$ cat src/rtl/led_blink_bank.sv
`default_nettype none
// ============================================================================
//  Module      : led_blink_bank
//  Description : Multi-channel LED / indicator driver. A shared prescaler
//                produces a periodic tick; every channel runs its own
//                OFF / ON / BLINK / ONESHOT mode with a programmable
//                half-period counted in ticks. Channels are configured
//                through a single-cycle write port.
//  Revision    : 1.0 - initial release
// ----------------------------------------------------------------------------
//  Ports
//    clk       in   1      system clock
//    rst       in   1      asynchronous active-high reset
//    cfg_we    in   1      config write strobe (one cycle per write)
//    cfg_ch    in   CH_W   target channel; values >= NUM_CH are ignored
//    cfg_mode  in   2      0=OFF 1=ON 2=BLINK 3=ONESHOT
//    cfg_half  in   CNT_W  half-period / on-time in ticks (0 acts as 1)
//    led       out  NUM_CH registered per-channel LED drive
//    tick      out  1      registered one-cycle pulse every PRESCALE clocks
//    TEST_IO   out  8      [0]=tick [1]=led[0] [2]=led[NUM_CH-1]
//                          [3]=any channel in ONESHOT [7:4]=prescaler[3:0]
// ============================================================================
module led_blink_bank #(
  parameter int PRESCALE = 50000,
  parameter int NUM_CH   = 8,
  parameter int CNT_W    = 16,
  parameter int CH_W     = (NUM_CH > 1) ? $clog2(NUM_CH) : 1
) (
  input  logic              clk,
  input  logic              rst,
  input  logic              cfg_we,
  input  logic [CH_W-1:0]   cfg_ch,
  input  logic [1:0]        cfg_mode,
  input  logic [CNT_W-1:0]  cfg_half,
  output logic [NUM_CH-1:0] led,
  output logic              tick,
  output logic [7:0]        TEST_IO
);

  localparam int PW = (PRESCALE > 1) ? $clog2(PRESCALE) : 1;

  localparam logic [1:0] MODE_OFF     = 2'd0;
  localparam logic [1:0] MODE_ON      = 2'd1;
  localparam logic [1:0] MODE_BLINK   = 2'd2;
  localparam logic [1:0] MODE_ONESHOT = 2'd3;

  // --------------------------------------------------------------------------
  // Shared prescaler. tick is registered on the wrap edge, so the first tick
  // appears PRESCALE cycles after reset release; with PRESCALE=1 the counter
  // sits at 0 and tick is asserted every cycle.
  // --------------------------------------------------------------------------
  logic [PW-1:0] presc_q, presc_d;
  logic          tick_q,  tick_d;

  always_comb begin
    tick_d  = (presc_q == PW'(PRESCALE - 1));
    presc_d = tick_d ? '0 : presc_q + PW'(1);
  end

  always_ff @(posedge clk or posedge rst) begin
    if (rst) begin
      presc_q <= '0;
      tick_q  <= 1'b0;
    end else begin
      presc_q <= presc_d;
      tick_q  <= tick_d;
    end
  end

  assign tick = tick_q;

  // --------------------------------------------------------------------------
  // Per-channel state. Channels advance on the cycle in which tick is high;
  // a write to a channel in that same cycle takes priority and its tick is
  // dropped for that channel only.
  // --------------------------------------------------------------------------
  logic [NUM_CH-1:0] oneshot_vec;

  for (genvar k = 0; k < NUM_CH; k++) begin : g_ch
    logic [1:0]       mode_q, mode_d;
    logic [CNT_W-1:0] half_q, half_d;
    logic [CNT_W-1:0] cnt_q,  cnt_d;
    logic             led_q,  led_d;
    logic [CNT_W-1:0] cnt_inc;
    logic             wr_hit;

    // Out-of-range channel numbers never match any k, so they are ignored.
    assign wr_hit  = cfg_we && (cfg_ch == CH_W'(k));
    // cnt never exceeds half-1 <= 2^CNT_W-2, so this increment cannot wrap.
    assign cnt_inc = cnt_q + CNT_W'(1);

    always_comb begin
      mode_d = mode_q;
      half_d = half_q;
      cnt_d  = cnt_q;
      led_d  = led_q;
      if (wr_hit) begin
        mode_d = cfg_mode;
        half_d = (cfg_half == '0) ? CNT_W'(1) : cfg_half;
        cnt_d  = '0;
        led_d  = (cfg_mode != MODE_OFF);
      end else if (tick_q) begin
        case (mode_q)
          MODE_OFF: begin
            led_d = 1'b0;
            cnt_d = '0;
          end
          MODE_ON: begin
            led_d = 1'b1;
            cnt_d = '0;
          end
          MODE_BLINK: begin
            if (cnt_inc == half_q) begin
              led_d = ~led_q;
              cnt_d = '0;
            end else begin
              cnt_d = cnt_inc;
            end
          end
          default: begin  // MODE_ONESHOT
            if (cnt_inc == half_q) begin
              led_d  = 1'b0;
              cnt_d  = '0;
              mode_d = MODE_OFF;
            end else begin
              cnt_d = cnt_inc;
            end
          end
        endcase
      end
    end

    always_ff @(posedge clk or posedge rst) begin
      if (rst) begin
        mode_q <= MODE_OFF;
        half_q <= CNT_W'(1);
        cnt_q  <= '0;
        led_q  <= 1'b0;
      end else begin
        mode_q <= mode_d;
        half_q <= half_d;
        cnt_q  <= cnt_d;
        led_q  <= led_d;
      end
    end

    assign led[k]         = led_q;
    assign oneshot_vec[k] = (mode_q == MODE_ONESHOT);
  end

  // --------------------------------------------------------------------------
  // Debug bus: low nibble of the prescaler, zero-padded for narrow counters.
  // --------------------------------------------------------------------------
  logic [3:0] dbg_cnt;

  if (PW >= 4) begin : g_dbg_wide
    assign dbg_cnt = presc_q[3:0];
  end else begin : g_dbg_narrow
    assign dbg_cnt = {{(4 - PW){1'b0}}, presc_q};
  end

  assign TEST_IO = {dbg_cnt, |oneshot_vec, led[NUM_CH-1], led[0], tick_q};

endmodule
`default_nettype wire
$ cat config.mk
export PLATFORM = sky130hd
export DESIGN_NAME = led_blink_bank
export DESIGN_NICKNAME = d
export VERILOG_FILES = /design/src/rtl/led_blink_bank.sv
export SDC_FILE = /design/constraint.sdc
export NUM_CORES = 1
export LEC_CHECK = 0
export ABC_AREA = 1
export BUFFER_PORTS_ARGS = -buffer_cell sky130_fd_sc_hd__buf_2
export CAP_MARGIN = 20
export CORE_MARGIN = 3
export CORE_UTILIZATION = 58
export CTS_BUF_LIST = sky130_fd_sc_hd__clkbuf_16
export DETAILED_ROUTE_END_ITERATION = 10
export GPL_TIMING_DRIVEN = 0
export PLACE_DENSITY = 0.75
export REMOVE_ABC_BUFFERS = 1
export SLEW_MARGIN = 10
export SYNTH_ARGS = -nofsm -noshare
export SYNTH_HDL_FRONTEND = slang
export SYNTH_SLANG_ARGS = --single-unit
$ cat constraint.sdc
create_clock -name clk -period 11.9 [get_ports clk]
set_clock_uncertainty 0.2 [all_clocks]
set_input_delay 2.38 -clock clk [delete_from_list [all_inputs] [get_ports clk]]
set_output_delay 2.38 -clock clk [all_outputs]
set_load 0.02 [all_outputs]
==> results.sh <==
export IMPL_ir_worst_vdd_mv=0.119
export IMPL_layout_drive_gt1_share_pct=6.73
export IMPL_finalWeightedCongestion=0.941
export IMPL_synth_area_leaders="dfrtp_1 (40%), nand2_1 (17%), inv_1 (6.3%), nand3_1 (5.1%), o21ai_0 (5.1%)"
export IMPL_dieArea_um2=33000
export IMPL_dr_pass1_iters=7
export IMPL_rsz0062_at_grt="false"
export IMPL_status="finished, final reports clean"
export IMPL_holdWs_ps=275
export IMPL_clock_sinks=297
export IMPL_max_slew_margin_pct=28.8
export IMPL_crit_type="in2reg"
export IMPL_postRouteAntennaNets=0
export IMPL_clk_latency_ps=520
export IMPL_required_ps=12080
export IMPL_cp_arrival_ps=5320
export IMPL_syn_inst=2469
export IMPL_rows=63
export IMPL_antenna_found_initial=1
export IMPL_core_area_um2=30000
export IMPL_setup_viol_count_final=0
export IMPL_cts_hold_buf=0
export IMPL_start_util_pct=59.7
export IMPL_synth_ff_type="dfrtp_1"
export IMPL_report_final_slew_viol_count=0
export IMPL_dp_slack_ps=6310
export IMPL_synth_area_per_cell_um2=7.26
export IMPL_synth_yosys_seq_area_share_pct=41.5
export IMPL_setup_ws_ps=6760
export IMPL_ys_types=44
export IMPL_die_y_um=182
export IMPL_grt_usage_pct=28.0
export IMPL_placed_cells=2839
export IMPL_cap_violations=0
export IMPL_ys_seq_elements=297
export IMPL_path_max_fanout=27
export IMPL_cts_setup_buffers=0
export IMPL_fmax_ghz=0.195
export IMPL_tns_ps=0
export IMPL_clockRootBuffer="clkbuf_16"
export IMPL_num_vias=16200
export IMPL_instances_no_fill=2902
export IMPL_totalWireLength_um=46300
export IMPL_total_power_w=0.00338
export IMPL_crit_path_end_kind="flip-flop"
export IMPL_yosysTopAreaCell="dfrtp_1"
export IMPL_io_pin_count=41
export IMPL_p_leak_nw=9.71
export IMPL_cts_tree="built"
export IMPL_drtIter0Drc=1375
export IMPL_place_detailed_hpwl_um=31900
export IMPL_area_delta_synth_final_pct=9.17
export IMPL_startpoint_type="primary input"
export IMPL_cts_resized_gates=0
export IMPL_yosysWarnings=0
export IMPL_htreeDepth=2
export IMPL_grt_pass1_wl_um=76400
export IMPL_clk_path_buf_depth=3
export IMPL_die_x_um=182
export IMPL_numPortBuffers=40
export IMPL_grt_max_degree=95
export IMPL_cellPowerDensity_nw_per_um2=173
export IMPL_remaining_drc_errors=0
export IMPL_cts_buffers=35
export IMPL_hold_viol=0
export IMPL_grt_pass1_vias=15400
export IMPL_grt_ovfl_total=0
export IMPL_wl_per_cell_um=16.0
export IMPL_hp_class="reg2reg"
export IMPL_final_min_clock_period_ps=5140
export IMPL_fin_crit_sh_pct=43.2
export IMPL_worst_slew_pin_slew_ps=1060
export IMPL_yosysTopAreaCellShare_pct=40.3
export IMPL_synthesis_area_um2=17900
export IMPL_clkTransAtPathRegs_ps=60
export IMPL_viasPerCell=5.58
export IMPL_fin_nets=2559
export IMPL_synth_edf_count=0
export IMPL_synthTopCellsByCount="nand2_1 (824), inv_1 (300), dfrtp_1 (289)"
export IMPL_synth_most_common_cell="nand2_1"
export IMPL_async_flop_share_pct=100
## critical path, cell delays in order
cell,delay (ps)
buf_2,120
inv_1,50
nor2_1,110
inv_1,120
nor2_1,780
clkinv_1,910
nand2_2,560
nand2_1,130
nand2_1,90
o21ai_0,80
## flip-flops by register name, indices dropped and copies added, names as in the netlist
register / cells
presc_q: 16
g_ch.cnt_q: 128
g_ch.led_q: 8
g_ch.mode_q: 16
tick: 1
g_ch.half_q: 128
## cell families (layout without fill, tap and decap cells)
family | Yosys count | in the layout | share of synthesized area, %
xor gates and xnor gates | 66 | 66 | 4.24
and+or+nand+nor | 1361 | 1361 | 32.2
AOI/OAI and AO/OA | 319 | 319 | 10.0
DFF | 297 | 297 | 41.5
adders and majority gates | 49 | 49 | 3.42
buffers and inverters | 377 | 419 | 8.61
other | 0 | 1 | 0
## metal layers
metal | wire, µm | GRT usage [%]
met3 | 2450 | 3.33
met2 | 21200 | 45.0
met5 | 0 | 0
met1 | 21000 | 39.5
met4 | 1620 | 9.75
## final timing paths
kind,startpoint,endpoint,slack [ps],cells after the start
worst max-delay path,cfg_we,g_ch[2].mode_q[0],6760,10
worst min register to register,g_ch[0].half_q[0],g_ch[0].half_q[0],280,2
max in group asynchronous,rst,g_ch[0].half_q[0],8300,5
worst min-delay path,g_ch[0].half_q[0],g_ch[0].half_q[0],280,2
worst max register to register,g_ch[5].cnt_q[0],g_ch[5].mode_q[0],8860,16
min in group asynchronous,rst,g_ch[6].half_q[5],1650,2
## placed cells by master (no fill, tap or decap), drive strengths merged, types with 37 or more instances in the layout
cell	count
ha	49
nor2	237
o22ai	90
dfrtp	289
o21ai	195
clkbuf	37
nand3	188
nand2	839
xor2	43
inv	311
buf	49
## power breakdown
part	total [W]	internal (W)	switching, W
combinational	0.000872	0.000353	0.000519
sequential	0.00142	0.00122	0.000196
clock	0.00109	0.000668	0.000426
total	0.00338	0.00224	0.00114
## layout make-up
type,instances,area [µm²]
diodes,1,2.50
clock inverters,25,235
multi-input cells,1795,8950
well taps,390,488
inverters,308,1160
flip-flops and latches,297,7440
clock buffers,37,926
repair buffers,49,362
fillers,2643,10500
## metrics by stage
step                cell area, µm²  util (%)
floorplan                    17500         -
global placement             18200      60.7
detailed placement           18400      61.3
CTS                          19600      65.2
global route                 19600      65.2
finish                       19600      65.2
Note: power is estimated with default switching activity, not from simulation.
